$ cat config.mk
export PLATFORM = sky130hd
export DESIGN_NAME = compute_switch_ctrl
export DESIGN_NICKNAME = d
export VERILOG_FILES = /design/src/rtl/cpu_ctrl_pkg.sv /design/src/rtl/switch_debounce.sv /design/src/rtl/compute_switch_ctrl.sv
export SDC_FILE = /design/constraint.sdc
export NUM_CORES = 1
export LEC_CHECK = 0
export CAP_MARGIN = 20
export CORE_ASPECT_RATIO = 0.8
export CORE_UTILIZATION = 40
export DETAILED_ROUTE_END_ITERATION = 10
export PLACE_DENSITY_LB_ADDON = 0.3
export SETUP_SLACK_MARGIN = 0.05
export SYNTH_ARGS = -nofsm -noshare
export SYNTH_HDL_FRONTEND = slang
export SYNTH_SLANG_ARGS = --single-unit
export TNS_END_PERCENT = 50
$ cat constraint.sdc
create_clock -name CLOCK -period 2.35 [get_ports CLOCK]
set_input_delay 0.235 -clock CLOCK [delete_from_list [all_inputs] [get_ports CLOCK]]
set_output_delay 0.235 -clock CLOCK [all_outputs]
set_load 0.02 [all_outputs]
$ cat src/rtl/cpu_ctrl_pkg.sv
// Shared types and constants for the G-15 run/halt sequencer.
package cpu_ctrl_pkg;

  typedef enum logic [1:0] {
    HALT = 2'd0,
    RUN  = 2'd1,
    STEP = 2'd2
  } run_state_t;

  typedef enum logic [1:0] {
    NO_GO = 2'd0,
    GO    = 2'd1,
    BP    = 2'd2
  } sw_pos_t;

  localparam int unsigned DEBOUNCE_DEFAULT = 32'd4096;

  // Map the debounced contacts to a switch position. With no contact made,
  // the switch is between detents, so the previous position is kept. Any
  // contact combination that is not one-hot is treated as NO_GO.
  function automatic sw_pos_t decode_pos(input logic go, input logic no_go,
                                         input logic bp, input sw_pos_t prev);
    sw_pos_t pos;
    case ({go, no_go, bp})
      3'b100:  pos = GO;
      3'b010:  pos = NO_GO;
      3'b001:  pos = BP;
      3'b000:  pos = prev;
      default: pos = NO_GO;
    endcase
    return pos;
  endfunction

endpackage

$ cat src/rtl/switch_debounce.sv
// Two-flop synchronizer followed by a stability counter for one raw contact.
// level_o is the accepted level as it will be after the coming edge, so the
// parent can register decisions on it in the same cycle the level flips.
module switch_debounce #(
  parameter int unsigned DEBOUNCE_CYCLES = 32'd4096
) (
  input  logic clk_i,
  input  logic rst_ni,
  input  logic raw_i,
  output logic level_o
);

  localparam int unsigned CNT_W = $clog2(DEBOUNCE_CYCLES + 32'd1);

  logic             sync1_q;
  logic             sync2_q;
  logic             level_q;
  logic             level_d;
  logic [CNT_W-1:0] cnt_q;
  logic [CNT_W-1:0] cnt_d;

  // Count consecutive cycles the synchronized input disagrees with the
  // accepted level; any agreement (a glitch ending) restarts the count.
  always_comb begin
    level_d = level_q;
    cnt_d   = '0;
    if (sync2_q != level_q) begin
      if (cnt_q == CNT_W'(DEBOUNCE_CYCLES - 32'd1)) begin
        level_d = sync2_q;
        cnt_d   = '0;
      end else begin
        cnt_d = cnt_q + CNT_W'(1);
      end
    end else begin
      cnt_d = '0;
    end
  end

  // Synchronizer, counter and accepted level.
  always_ff @(posedge clk_i or negedge rst_ni) begin
    if (!rst_ni) begin
      sync1_q <= 1'b0;
      sync2_q <= 1'b0;
      level_q <= 1'b0;
      cnt_q   <= '0;
    end else begin
      sync1_q <= raw_i;
      sync2_q <= sync1_q;
      level_q <= level_d;
      cnt_q   <= cnt_d;
    end
  end

  assign level_o = level_d;

endmodule

$ cat src/rtl/compute_switch_ctrl.sv
// Run/halt sequencer: conditions the compute switch and STEP button and
// grants CPU_GO. Starts align to T0; halts land on a rising edge of RC.
module compute_switch_ctrl
  import cpu_ctrl_pkg::*;
#(
  parameter int unsigned DEBOUNCE_CYCLES = DEBOUNCE_DEFAULT
) (
  input  logic       CLOCK,
  input  logic       rst,
  input  logic       T0,
  input  logic       SW_GO,
  input  logic       SW_NO_GO,
  input  logic       SW_BP,
  input  logic       MP_STEP,
  input  logic       RC,
  input  logic       CMD_BP,
  input  logic       HALT_CMD,
  output logic       CPU_GO,
  output logic       HALTED,
  output logic       BP_HIT,
  output logic       STEP_ACTIVE,
  output logic [1:0] SW_POS
);

  logic       go_lvl, no_go_lvl, bp_lvl, step_lvl;
  run_state_t state_q, state_d;
  sw_pos_t    sw_pos_q, sw_pos_d;
  logic       start_pend_q, start_pend_d;
  logic       step_pend_q, step_pend_d;
  logic       halt_lat_q, halt_lat_d;
  logic       step_first_q, step_first_d;
  logic       bp_hit_q, bp_hit_d;
  logic       step_prev_q, rc_q;
  logic       cpu_go_q, halted_q, step_active_q;
  logic       start_evt, step_evt, rc_rise, halt_seen;

  switch_debounce #(.DEBOUNCE_CYCLES(DEBOUNCE_CYCLES)) u_deb_go (
    .clk_i(CLOCK), .rst_ni(rst), .raw_i(SW_GO), .level_o(go_lvl));
  switch_debounce #(.DEBOUNCE_CYCLES(DEBOUNCE_CYCLES)) u_deb_no_go (
    .clk_i(CLOCK), .rst_ni(rst), .raw_i(SW_NO_GO), .level_o(no_go_lvl));
  switch_debounce #(.DEBOUNCE_CYCLES(DEBOUNCE_CYCLES)) u_deb_bp (
    .clk_i(CLOCK), .rst_ni(rst), .raw_i(SW_BP), .level_o(bp_lvl));
  switch_debounce #(.DEBOUNCE_CYCLES(DEBOUNCE_CYCLES)) u_deb_step (
    .clk_i(CLOCK), .rst_ni(rst), .raw_i(MP_STEP), .level_o(step_lvl));

  // Event detection and next-state logic for the run/halt FSM.
  always_comb begin
    sw_pos_d   = decode_pos(go_lvl, no_go_lvl, bp_lvl, sw_pos_q);
    start_evt  = (sw_pos_d != sw_pos_q) && ((sw_pos_d == GO) || (sw_pos_d == BP));
    step_evt   = step_lvl && !step_prev_q && (state_q == HALT) && (sw_pos_q == NO_GO);
    rc_rise    = RC && !rc_q;
    halt_seen  = halt_lat_q || HALT_CMD;

    state_d      = state_q;
    bp_hit_d     = bp_hit_q;
    step_first_d = step_first_q;
    halt_lat_d   = rc_rise ? 1'b0 : halt_seen;
    // A start event outranks a simultaneous step request.
    start_pend_d = start_pend_q || start_evt;
    step_pend_d  = start_evt ? 1'b0 : (step_pend_q || step_evt);

    case (state_q)
      HALT: begin
        halt_lat_d = 1'b0;
        if (T0 && start_pend_q) begin
          state_d      = RUN;
          start_pend_d = 1'b0;
          step_pend_d  = 1'b0;
          bp_hit_d     = 1'b0;
        end else if (T0 && step_pend_q) begin
          state_d      = STEP;
          step_pend_d  = 1'b0;
          bp_hit_d     = 1'b0;
          step_first_d = 1'b0;
        end else begin
          state_d = HALT;
        end
      end
      RUN: begin
        // Starts arriving while running are discarded, so holding GO
        // after a halt cannot restart the CPU.
        start_pend_d = 1'b0;
        step_pend_d  = 1'b0;
        if (rc_rise) begin
          if (sw_pos_q == NO_GO) begin
            state_d = HALT;
          end else if (halt_seen) begin
            state_d = HALT;
          end else if ((sw_pos_q == BP) && CMD_BP) begin
            state_d  = HALT;
            bp_hit_d = 1'b1;
          end else begin
            state_d = RUN;
          end
        end else begin
          state_d = RUN;
        end
      end
      STEP: begin
        start_pend_d = 1'b0;
        step_pend_d  = 1'b0;
        // The first boundary is the one that began the step.
        if (rc_rise) begin
          if (step_first_q || halt_seen) begin
            state_d = HALT;
          end else begin
            step_first_d = 1'b1;
          end
        end else begin
          state_d = STEP;
        end
      end
      default: begin
        state_d = HALT;
      end
    endcase
  end

  // State, pending flags and registered outputs.
  always_ff @(posedge CLOCK or negedge rst) begin
    if (!rst) begin
      state_q       <= HALT;
      sw_pos_q      <= NO_GO;
      start_pend_q  <= 1'b0;
      step_pend_q   <= 1'b0;
      halt_lat_q    <= 1'b0;
      step_first_q  <= 1'b0;
      bp_hit_q      <= 1'b0;
      step_prev_q   <= 1'b0;
      rc_q          <= 1'b0;
      cpu_go_q      <= 1'b0;
      halted_q      <= 1'b1;
      step_active_q <= 1'b0;
    end else begin
      state_q       <= state_d;
      sw_pos_q      <= sw_pos_d;
      start_pend_q  <= start_pend_d;
      step_pend_q   <= step_pend_d;
      halt_lat_q    <= halt_lat_d;
      step_first_q  <= step_first_d;
      bp_hit_q      <= bp_hit_d;
      step_prev_q   <= step_lvl;
      rc_q          <= RC;
      cpu_go_q      <= (state_d != HALT);
      halted_q      <= (state_d == HALT);
      step_active_q <= (state_d == STEP);
    end
  end

  assign CPU_GO      = cpu_go_q;
  assign HALTED      = halted_q;
  assign BP_HIT      = bp_hit_q;
  assign STEP_ACTIVE = step_active_q;
  assign SW_POS      = sw_pos_q;

endmodule

Word level (Yosys, flattened, before mapping)
Index checks and enable logic that the tools add are counted.
Storage, ports and cells
  output and inout bits: 6
  register bits: 77
  bits of input ports: 10
  word-level logic and storage cells: 127
Operators by class
  reductions and logical operators: 25
  $add $sub $neg: 4
  equal/unequal tests: 26
  mux-type cells: 45
Operators by type and width (count)
  $mux W13: 8
  $add A13 B1 Y13 const B: 4
  $eq A13 B12 Y1 const B: 4
  $mux W1: 26
  $ne A2 B2 Y1 const B: 7
  $pmux W2 S3: 2
  $mux W2: 5
  $eq A2 B2 Y1 const B: 4
  $logic_and A1 B1 Y1: 8
  $pmux W1 S2: 4
  $logic_not A2 Y1: 3
  $reduce_and A6 Y1: 1
  $reduce_bool A2 Y1: 3
  $logic_or A1 B1 Y1: 5
  $reduce_and A5 Y1: 1
  $eq A2 B1 Y1 const B: 2
  $ne A1 B1 Y1: 4
  $eq A3 B1 Y1 const B: 1
  $eq A3 B3 Y1 const B: 1
  $logic_not A3 Y1: 1
  $ne A3 B1 Y1 const B: 1
  $logic_not A1 Y1: 2
  $ne A2 B1 Y1 const B: 1
  $ne A2 B2 Y1: 1
  $reduce_or A2 Y1: 1

Logic depth before layout (Yosys ltp)
  word-level depth: 12
  mapped depth: 6

By module
A second synthesis with hierarchy kept.
Unflattened totals
  cell total of the unflattened synthesis: 322
  area, all modules: 3627.2 um2
By module, submodules not included
  switch_debounce: times used 4, seq. area each 400.4 um2, area each 744.5 um2, cells an instance 65
  compute_switch_ctrl: times used 1, seq. area each 351.6 um2, area each 649.4 um2, cells an instance 62

Least setup slack after synthesis
OpenSTA, ideal clock, no wires.
  path kind: register to register
  start point: register u_deb_bp.cnt_q[0]
  end point: register start_pend_q
  setup slack: 0.401 ns
  stages on the path, launching flop included: 7
  buffers on the path: 0
  arrival: 1.830 ns
  period minus slack after synthesis: 1.949 ns
  path through: dfrtp_1 ha_1 nand4_2 nor4_4 mux2_4 mux2_4 o21ba_1
On the way
  word-level cells in the longest chain between the ends: 11
  elaborated cells between the ends (all ways): 15
  those cells by class: eq/ne: 6; mux: 5; reduce/logical: 4
RTL lines
  start: declaration: line switch_debounce.sv:19  | logic [CNT_W-1:0] cnt_q;
  start signal: assignment: line switch_debounce.sv:50  | cnt_q <= cnt_d;
  $eq A13 B12 Y1 *: line switch_debounce.sv:28  | if (cnt_q == CNT_W'(DEBOUNCE_CYCLES - 32'd1)) begin
  $mux W1 *: line switch_debounce.sv:28
  $mux W1 *: line switch_debounce.sv:27  | if (sync2_q != level_q) begin
  via bp_lvl: line compute_switch_ctrl.sv:25  | logic go_lvl, no_go_lvl, bp_lvl, step_lvl;
  $eq A3 B1 Y1, or another cell as far along: line cpu_ctrl_pkg.sv:24  | case ({go, no_go, bp})
  $pmux W2 S3 *: line cpu_ctrl_pkg.sv:24
  $eq A2 B1 Y1 or $eq A2 B2 Y1 (tied branches): line compute_switch_ctrl.sv:49  | start_evt = (sw_pos_d != sw_pos_q) && ((sw_pos_d == GO) || (sw_pos_d == BP));
  $logic_or A1 B1 Y1: line compute_switch_ctrl.sv:49
  $logic_and A1 B1 Y1 *: line compute_switch_ctrl.sv:49
  $logic_or A1 B1 Y1 *: line compute_switch_ctrl.sv:59  | start_pend_d = start_pend_q || start_evt;
  $mux W1: line compute_switch_ctrl.sv:65  | if (T0 && start_pend_q) begin
  $pmux W1 S2 *: line compute_switch_ctrl.sv:62  | case (state_q)
  via start_pend_d: line compute_switch_ctrl.sv:28  | logic start_pend_q, start_pend_d;
  end signal: assignment: line compute_switch_ctrl.sv:137  | start_pend_q <= start_pend_d;
  end: declaration: line compute_switch_ctrl.sv:28
Mark *: on every way through the listed nets, which the timed path passes. The rest lies on a longest branch.
A chain may end at the register's enable or synchronous reset.

Final worst setup path
  start point: register u_deb_go.cnt_q[0]
  end point: register start_pend_q
On the way
  word-level cells in the longest chain between the ends: 11
  elaborated cells between the ends (all ways): 15
  those cells by class: eq/ne: 6; mux: 5; reduce/logical: 4
RTL lines (line)
  start: declaration: switch_debounce.sv:19
  start signal: assignment: switch_debounce.sv:50
  $eq A13 B12 Y1 *: switch_debounce.sv:28
  $mux W1 *: switch_debounce.sv:28
  $mux W1 *: switch_debounce.sv:27
  $eq A3 B1 Y1, or another cell as far along: cpu_ctrl_pkg.sv:24
  $pmux W2 S3 *: cpu_ctrl_pkg.sv:24
  $eq A2 B1 Y1 or $eq A2 B2 Y1 (tied branches): compute_switch_ctrl.sv:49
  $logic_or A1 B1 Y1: compute_switch_ctrl.sv:49
  $logic_and A1 B1 Y1 *: compute_switch_ctrl.sv:49
  $logic_or A1 B1 Y1 *: compute_switch_ctrl.sv:59
  $mux W1: compute_switch_ctrl.sv:65
  $pmux W1 S2 *: compute_switch_ctrl.sv:62
  via start_pend_d: compute_switch_ctrl.sv:28
Marked as above.

==> run metrics <==
status=finished, final reports clean; routed vias=roughly 2.2k; gpl congestion=about 0.73; most common cell in the synthesized netlist=dfrtp_1; placed cells=roughly 430; Worst-Margin Slew=0.586 ns; met1 GRT Util=roughly 20%; worst-path fanout max=4; largest family of logic cells by synthesized area=simple AND/OR/NAND/NOR gates; Clock Skew=0.00674 ns; Fmax=about 0.48 GHz; M2 GR Usage=a little over a fifth; Worst Path Class, Setup=reg -> reg; # H-tree levels=3; antenna cells=0; Starting Density=between 40% and 50%; fillers=around 750; root buf cell=clkbuf_8; GR Util met3=4.35%; routed len/inst=about 12 um; pin count of the biggest net entering global routing=49; Reg clk slew, reported paths=around 0.07 ns; initial antenna violation count=0; IO buf count=15; Most Crowded Layer GR=met2; drt first-iter violations=85; post-route cell area=3930 um^2; post-synthesis simple-gate area fraction=22.3%; Final Hold Slack=between 0.3 and 0.4 ns; final hold violations=0; post-synthesis compound-gate area fraction=4.62%; ys async rst share=100%; Lkg Pwr=~1.8 nW; post-synthesis xor/xnor area fraction=a little under an eighth; Num CTS Buffers=9; RSZ-0062 raised after global routing=no; number of synthesized flops with an enable pin=0; fin. max-slew vios=0; HPWL Detailed=3.91 mm; CP required=2.58 ns; Comb pwr share=~6.3%; FP Rows=29; antenna viol nets, final=0; synth unique cells=42; Commonest cells post-synth=dfrtp_1 (76), nor2_1 (57), xor2_1 (28); I/O pin count=16; Slew HR=61.0%; mapped cell area=roughly 3400 um^2; Die Footprint=around 8900 um^2; placed cell area=around 3700 um^2; min Tclk post-route=2.07 ns; Register Area=1930 um^2; CTS tree=built; sw frac=between 20% and 30%; Multi-input gate area=between 1000 and 1500 um^2; mux cell area share after synthesis=2.46%; P_sw=about 580 uW; Worst-Skew Late Latency=about 0.34 ns; hold crit path type=in -> reg; syn avg cell area=10.9 um^2; Pwr Density=just under 700 nW/um^2; First-pass DRT Iterations=4; Int Pwr=between 2 and 2.5 mW; Reg power frac=~52%; sequential area share after synthesis=approximately 57%; Non-Filler Instances=about 450; total negative setup slack=0 ns; vias in the first global route=about 2.2k; GRT overflow=0; CTS Sinks=77; post-synth top area cell=dfrtp_1; ranking of synthesized cells by area=dfrtp_1 (56%), xor2_1 (7.2%), nor2_1 (6.3%); Synth top area share=55.8%; via density per instance=just under 5; core footprint=8090 um^2; GRT Total Usage=~14%; Synth Register Bits=slightly below 80; postcts setup bufs=0; P&R area growth vs syn=15.2%; largest buffer count on any clock path=2; Die Height=roughly 85 um; share of cells above drive strength 1=under 10%; Post-Syn Nets=~330; first-pass GRT wire length=approximately 9.9 mm; CP Launch Type=register; Most used DFF post-synth=dfrtp_1; number of max-cap violations=0; clock power share=41.4%; Residual DRC=0; crit path DAT=about 2.3 ns; Setup crit end kind=register; adder-cell share of the synthesized area=between 1 and 1.5%; Final setup viols=0; Final period util=between 80% and 90%; NumNets Final=approximately 350; Mapped Cells=313; die width=approximately 110 um; Yosys warning total=0; Pwr Total=between 2 and 3 mW; VDD IR max=0.000314 V; Post-Route WL=5.62 mm
-- power groups by stage --
stage	clock network, mW	logic (mW)	registers, mW
after floorplan	0	0.0790	1.43
after global placement	0	0.170	1.43
after detailed placement	0	0.171	1.43
after CTS	1.14	0.172	1.41
after global routing	1.20	0.191	1.41
final	1.11	0.168	1.41
-- metrics by stage --
stage | utilization (%) | setup slack, ns
after floorplan | - | 0.401
after global placement | 45.6 | 0.341
after detailed placement | 45.6 | 0.294
after CTS | 48.6 | 0.278
after global routing | 48.6 | 0.175
final | 48.6 | 0.279
-- registers in the layout (all words and copies together) (netlist names), 2 cells and up --
signal             cells
u_deb_no_go.cnt_q     13
u_deb_step.cnt_q      13
SW_POS                 2
state_q                2
u_deb_go.cnt_q        13
u_deb_bp.cnt_q        13
-- final cells by class --
| cell class | count | share of cell area (%) |
|---|---|---|
| Tap cell | 108 | 3.44 |
| Timing Repair Buffer | 19 | 4.58 |
| Inverter | 6 | 0.573 |
| Sequential cell | 77 | 49.1 |
| Clock buffer | 13 | 4.04 |
| Clock inverter | 3 | 1.72 |
| Multi-Input combinational cell | 225 | 36.6 |
-- logic make-up (layout without fill, tap and decap cells) --
family,count (synthesis),in the layout
adder cells (fa/ha/maj),4,4
flip-flops,77,77
AND/OR/NAND/NOR,147,147
buffers and inverters,11,41
AO/OA/AOI/OAI,23,23
XOR/XNOR,44,44
multiplexers,7,7
-- repair_timing --
| action | CTS | global route |
|---|---|---|
| gates resized for setup | 0 | 0 |
| hold buffers | 1 | 0 |
| endpoints found under the hold margin | 45 | 0 |
-- worst max-delay path, stage by stage (launching register included) --
cell	delay (ns)
dfrtp_1	0.39
ha_1	0.21
nand3_2	0.15
nor4_4	0.41
mux2_2	0.38
mux2_4	0.26
o21ba_1	0.16
-- cell usage in the layout, fill, tap and decap left out, types with 2 or more instances in the layout --
master           synthesis  final
nand2b_1                 6      6
buf_4                    0      4
xor2_1                  28     28
inv_1                    6      6
nor3_1                   5      5
and4_1                   3      3
nor2_1                  57     57
mux2_2                   3      3
a21oi_1                  5      5
clkbuf_1                 2      2
o311a_1                  2      2
nor3b_1                  2      2
nand3_1                 17     17
a41oi_1                  2      2
xnor2_1                 16     16
mux2_4                   2      2
mux2i_1                  2      2
dfrtp_1                 76     76
nand4_1                  8      8
and3_1                   8      8
nor4_4                   2      2
nor2b_1                  3      3
clkbuf_8                 0     11
nand2_1                 21     21
bufinv_16                0      2
or2_2                    2      2
ha_1                     4      4
and2_1                   6      6
a31oi_1                  2      2
o21ai_0                  6      6
clkdlybuf4s50_1          0     14
-- worst paths after layout --
| check | startpoint | to | depth (start not counted) | slack [ns] |
|---|---|---|---|---|
| worst min register to register | u_deb_go.sync1_q$_DFF_PN0_ | u_deb_go.sync2_q$_DFF_PN0_ | 0 | 0.35 |
| worst min-delay path | SW_BP | u_deb_bp.sync1_q$_DFF_PN0_ | 1 | 0.33 |
| max in group asynchronous | rst | HALTED$_DFF_PN1_ | 3 | 1.22 |
| worst max register to register | u_deb_go.cnt_q[0]$_DFF_PN0_ | start_pend_q$_DFF_PN0_ | 6 | 0.28 |
| worst max-delay path | u_deb_go.cnt_q[0]$_DFF_PN0_ | start_pend_q$_DFF_PN0_ | 6 | 0.28 |
| min in group asynchronous | rst | u_deb_step.cnt_q[8]$_DFF_PN0_ | 2 | 0.44 |
-- metal layers --
layer | wire [um] | share of wire, % | vias up
met5 | 0 | 0 | -
met4 | 84 | 1.5 | 0
met3 | 205 | 3.7 | 7
met2 | 2350 | 42 | 28
met1 | 2970 | 53 | 1015
li1 | - | - | 1119
Note: power is estimated with default switching activity, not from simulation.
==> patch 1 (same settings) <==
Set the package constant `DEBOUNCE_DEFAULT` to 32'd2048 (it was 32'd4096).
--- a/src/rtl/cpu_ctrl_pkg.sv
+++ b/src/rtl/cpu_ctrl_pkg.sv
@@ -13,7 +13,7 @@
     BP    = 2'd2
   } sw_pos_t;
 
-  localparam int unsigned DEBOUNCE_DEFAULT = 32'd4096;
+  localparam int unsigned DEBOUNCE_DEFAULT = 32'd2048;
 
   // Map the debounced contacts to a switch position. With no contact made,
   // the switch is between detents, so the previous position is kept. Any
Behaviour: same outputs for any inputs over 10 cycles, from zero or initial values and one cycle with rst low; that may be too few to reach the edited logic, so the function may still have changed.
==> patch 1 against the original RTL <==
Area after synthesis is 5.4% lower; highest routed layer unchanged; global-route usage grew 1.4 points; combinational power shrank 41%; synthesized cell count shrank 1.9%; sequential cell count down 4; wire length shrank 1.4%; total power shrank 4.7%; setup slack better by 0.010 ns; final area shrank 4.7%; count of clock-buffer cells in the layout down 3.
==> patch 1: results <==
status:
  run_status: "finished clean"
grt:
  grt_pass1_wl_um: 9800
  grt_use_total_pct: 15.7
  grt_pass1_vias: 2144
  grt_max_degree: 48
worst_setup_path:
  worstPathArrival_ns: 2.30
  slowest_stage: "o41ai_1"
  ff2ff_path_depth: 6
  max_stage_delay_ns: 0.55
  reg2reg_to: "step_pend_q$_DFF_PN0_"
  worstPathMaxFanout: 6
  startpoint: "u_deb_go.cnt_q[0]$_DFF_PN0_"
  endpoint: "step_pend_q$_DFF_PN0_"
yosys:
  ys_seq_area_share_pct: 56.7
  synth_area_leaders: "dfrtp_1 56%, nor2_1 6.2%, xor2_1 5.7%"
  synth-edff-count: 0
  syn-num-nets: 321
  synth-compound-area-share_pct: 4.89
  avgSynthCellArea_um2: 10.5
  synth_fa_ha_area_share_pct: 1.55
  synth.distinct_cells: 40
  synth-xor-area-share_pct: 10.6
  synthMuxAreaShare_pct: 1.44
  synthTopCellsByCount: "72 x dfrtp_1, 53 x nor2_1, 23 x nand2_1"
  ys.flop_type: "dfrtp_1"
  synth-seq-cells: 73
layout:
  nets: 345
  antenna_cells: 0
  num-fill-cells: 739
  drive_above_1_share_pct: 10.1
power:
  vdd_ir_drop_max_mv: 0.359
  cellLeakagePower_nw: 1.64
cts:
  clock_path_buffers: 2
  clk_latency_ns: 0.35
  clk_pin_slew_ns: 0.08
  ctsResizeCount: 0
  cts-htree-levels: 3
  numCtsBuffers: 9
detailed_routing:
  drt_first_pass_iters: 4
  drt-initial-drc-count: 78
  routed_wirelength_um: 5540
  routedWlPerCell_um: 12.6
  viasPerCell: 4.98
placement:
  dp.cells: 424
  dp_hpwl_um: 3880
  io_buffer_count: 15
  gp_congestion: 0.844
  place_area_um2: 3500
timing:
  hold_ws_ns: 0.320
  worst-slew-pin-transition_ns: 0.584
  clock_skew_ns: 0.00874
min_path:
  worstHoldEndpoint: "u_deb_step.sync1_q$_DFF_PN0_"
  hp-start: "MP_STEP"
  min_path_type: "in2reg"
==> patch 1: cell count changes in the layout (fill, tap and decap cells not counted), sizes merged, moves of 4 or more <==
cell	unedited run	this run
inv	6	13
nand3	18	11
xor2	28	21
nand4	9	15
or3	0	6
dfrtp	76	72
nor2	57	53
==> patch 1: report_power, final <==
part | total, W | switching, W | internal, W
sequential | 0.00130 | 0.0000207 | 0.00128
combinational | 0.0000999 | 0.0000594 | 0.0000404
clock | 0.00116 | 0.000456 | 0.000701
total | 0.00256 | 0.000536 | 0.00202
==> patch 1: layout make-up <==
cell class | count | share of cell area, %
Clock buffer | 10 | 3.41
Multi-Input combinational cell | 216 | 35.5
Tap cell | 105 | 3.51
Clock inverter | 5 | 2.77
Sequential cell | 73 | 48.8
Inverter | 12 | 1.20
Timing Repair Buffer | 19 | 4.81
==> patch 1: layer usage <==
| metal | track usage [%] | vias up | share of wire [%] |
|---|---|---|---|
| li1 | - | 1091 | - |
| met1 | 19.7 | 1045 | 49 |
| met2 | 24.4 | 45 | 45 |
| met3 | 5.89 | 11 | 4.5 |
| met4 | 7.00 | 0 | 2.1 |
| met5 | 0 | - | 0 |
==> patch 1: critical path, delay by kind of cell (launching register included) <==
family	cells	cell delay, ns
mux	1	0.09
flops	1	0.42
buf+inv	1	0.09
fa+ha+maj	1	0.30
compound gates	2	0.81
simple gates	1	0.24
==> patch 1: what timing repair did <==
action,CTS,global route
hold buffers,1,0
buffers inserted,0,0
hold endpoints to repair,43,0
==> patch 1: stage by stage <==
| step | util (%) | setup slack, ns |
|---|---|---|
| after floorplan | - | 0.450 |
| after global placement | 46.1 | 0.381 |
| after detailed placement | 46.1 | 0.290 |
| after CTS | 49.3 | 0.292 |
| after global routing | 49.3 | 0.139 |
| final | 49.3 | 0.289 |
==> patch 2 (same flow settings) <==
Without the edit above. Encoding of `run_state_t`: now one-hot (3 bits for 3 states).
--- a/src/rtl/cpu_ctrl_pkg.sv
+++ b/src/rtl/cpu_ctrl_pkg.sv
@@ -1,10 +1,10 @@
 // Shared types and constants for the G-15 run/halt sequencer.
 package cpu_ctrl_pkg;
 
-  typedef enum logic [1:0] {
-    HALT = 2'd0,
-    RUN  = 2'd1,
-    STEP = 2'd2
+  typedef enum logic [2:0] {
+    HALT = 3'b001,
+    RUN  = 3'b010,
+    STEP = 3'b100
   } run_state_t;
 
   typedef enum logic [1:0] {
Function: no difference found for any inputs over 10 cycles, from zero or initial values and one cycle with rst low; not proved beyond that.
==> patch 2 against the original RTL <==
Total power is 1.7% lower; final area is 1.7% higher; clock power up 4%; area after synthesis increased by 1.7%; sequential share of layout area shrank 0.16 points; via count is 4.7% higher; synthesized cell count increased by 3.5%; setup slack gained 0.074 ns; non-clock buffer count fell by 1; wire length rose by 3.8%; sequential cell count increased by 1.
==> patch 2: results <==
worst_setup_path:
  worstPathArrival_ns: 2.23
  rrSetupSlack_ns: 0.35
cts:
  clock_path_buffers: 2
  cts_setup_buffers: 0
  clk_latency_ns: 0.33
placement:
  dp.cells: 442
  dp_hpwl_um: 4020
  gp_congestion: 0.794
power:
  cellLeakagePower_nw: 1.74
  vdd_ir_drop_max_mv: 0.289
layout:
  num-fill-cells: 750
  drive_above_1_share_pct: 10.5
  nets: 360
grt:
  grt_pass1_wl_um: 10600
  use_met3_pct: 4.61
  grt_max_degree: 42
  grt_use_total_pct: 14.8
  grt_use_met1_pct: 21.1
  use_met2_pct: 21.4
yosys:
  avgSynthCellArea_um2: 10.7
  syn-num-nets: 338
  synthTopCellsByCount: "76 x dfrtp_1, 69 x nor2_1, 23 x xor2_1"
  ys_seq_area_share_pct: 56.3
  synth.distinct_cells: 46
timing:
  maxSlewHeadroom_pct: 65.2
  clock_skew_ns: 0.00379
detailed_routing:
  viasPerCell: 4.95
  drt-initial-drc-count: 149
  routedWlPerCell_um: 12.7
  via_count: 2271
status:
  run_status: "finished clean"
min_path:
  min_path_type: "in2reg"
## patch 2: worst paths after layout
| path | start | to | cells past startpoint |
|---|---|---|---|
| max in group asynchronous | rst | u_deb_no_go.cnt_q[3]$_DFF_PN0_ | 3 |
| min | SW_GO | u_deb_go.sync1_q$_DFF_PN0_ | 1 |
| min in group asynchronous | rst | BP_HIT$_DFFE_PN0P_ | 2 |
| min reg2reg | u_deb_go.sync1_q$_DFF_PN0_ | u_deb_go.sync2_q$_DFF_PN0_ | 0 |
| max | u_deb_go.cnt_q[0]$_DFF_PN0_ | step_pend_q$_DFF_PN0_ | 6 |
| max reg2reg | u_deb_go.cnt_q[0]$_DFF_PN0_ | step_pend_q$_DFF_PN0_ | 6 |
## patch 2: timing repair
item / CTS / global route
hold endpoints to repair: 38 / 0
hold buffers: 1 / 0
endpoints found under the setup margin: 0 / 1
gates resized for setup: 0 / 1
## patch 2: kinds of logic (layout without fill, tap and decap cells)
family	Yosys count	count (layout)	synth area share [%]
muxes	7	7	2.34
xor gates and xnor gates	44	44	11.1
and+or+nand+nor	149	149	21.6
AOI/OAI and AO/OA	23	23	4.87
adders and majority gates	4	4	1.44
buffers and inverters	19	46	2.27
DFF	78	78	56.3
## patch 2: metal layers
layer	share of wire (%)	wire length, µm
met4	0.65	38
met5	0	0
met3	3.8	222
met1	52	3030
met2	43	2530
## patch 2: area by class of cell
type | count | area, µm² | area share, %
Multi-Input combinational cell | 227 | 1440 | 36.1
Clock buffer | 13 | 169 | 4.23
Tap cell | 108 | 135 | 3.38
Sequential cell | 78 | 1950 | 48.9
Inverter | 12 | 45.0 | 1.13
Timing Repair Buffer | 18 | 185 | 4.63
Clock inverter | 3 | 65.1 | 1.63
## patch 2: through the flow
| step | area [µm²] | worst slack, ns | hold WS, ns |
|---|---|---|---|
| after floorplan | 3470 | 0.399 | -0.0606 |
| after global placement | 3750 | 0.312 | 0.254 |
| after detailed placement | 3750 | 0.302 | 0.259 |
| after CTS | 3990 | 0.250 | 0.314 |
| after global routing | 4000 | 0.132 | 0.304 |
| final | 4000 | 0.353 | 0.333 |
## patch 2: critical path: stages, from the launching register on
cell and delay [ns]:
dfrtp_1 0.39, ha_1 0.20, nand3_1 0.12, nor4_2 0.33
mux2i_1 0.38, mux2i_2 0.13, a2111oi_2 0.36
## patch 2: power by group
part,switching [W],leakage [nW],internal [W]
Clock,0.000461,0.120,0.000685
Combinational,0.0000619,0.565,0.0000400
Sequential,0.0000227,1.05,0.00137
Total,0.000545,1.74,0.00209
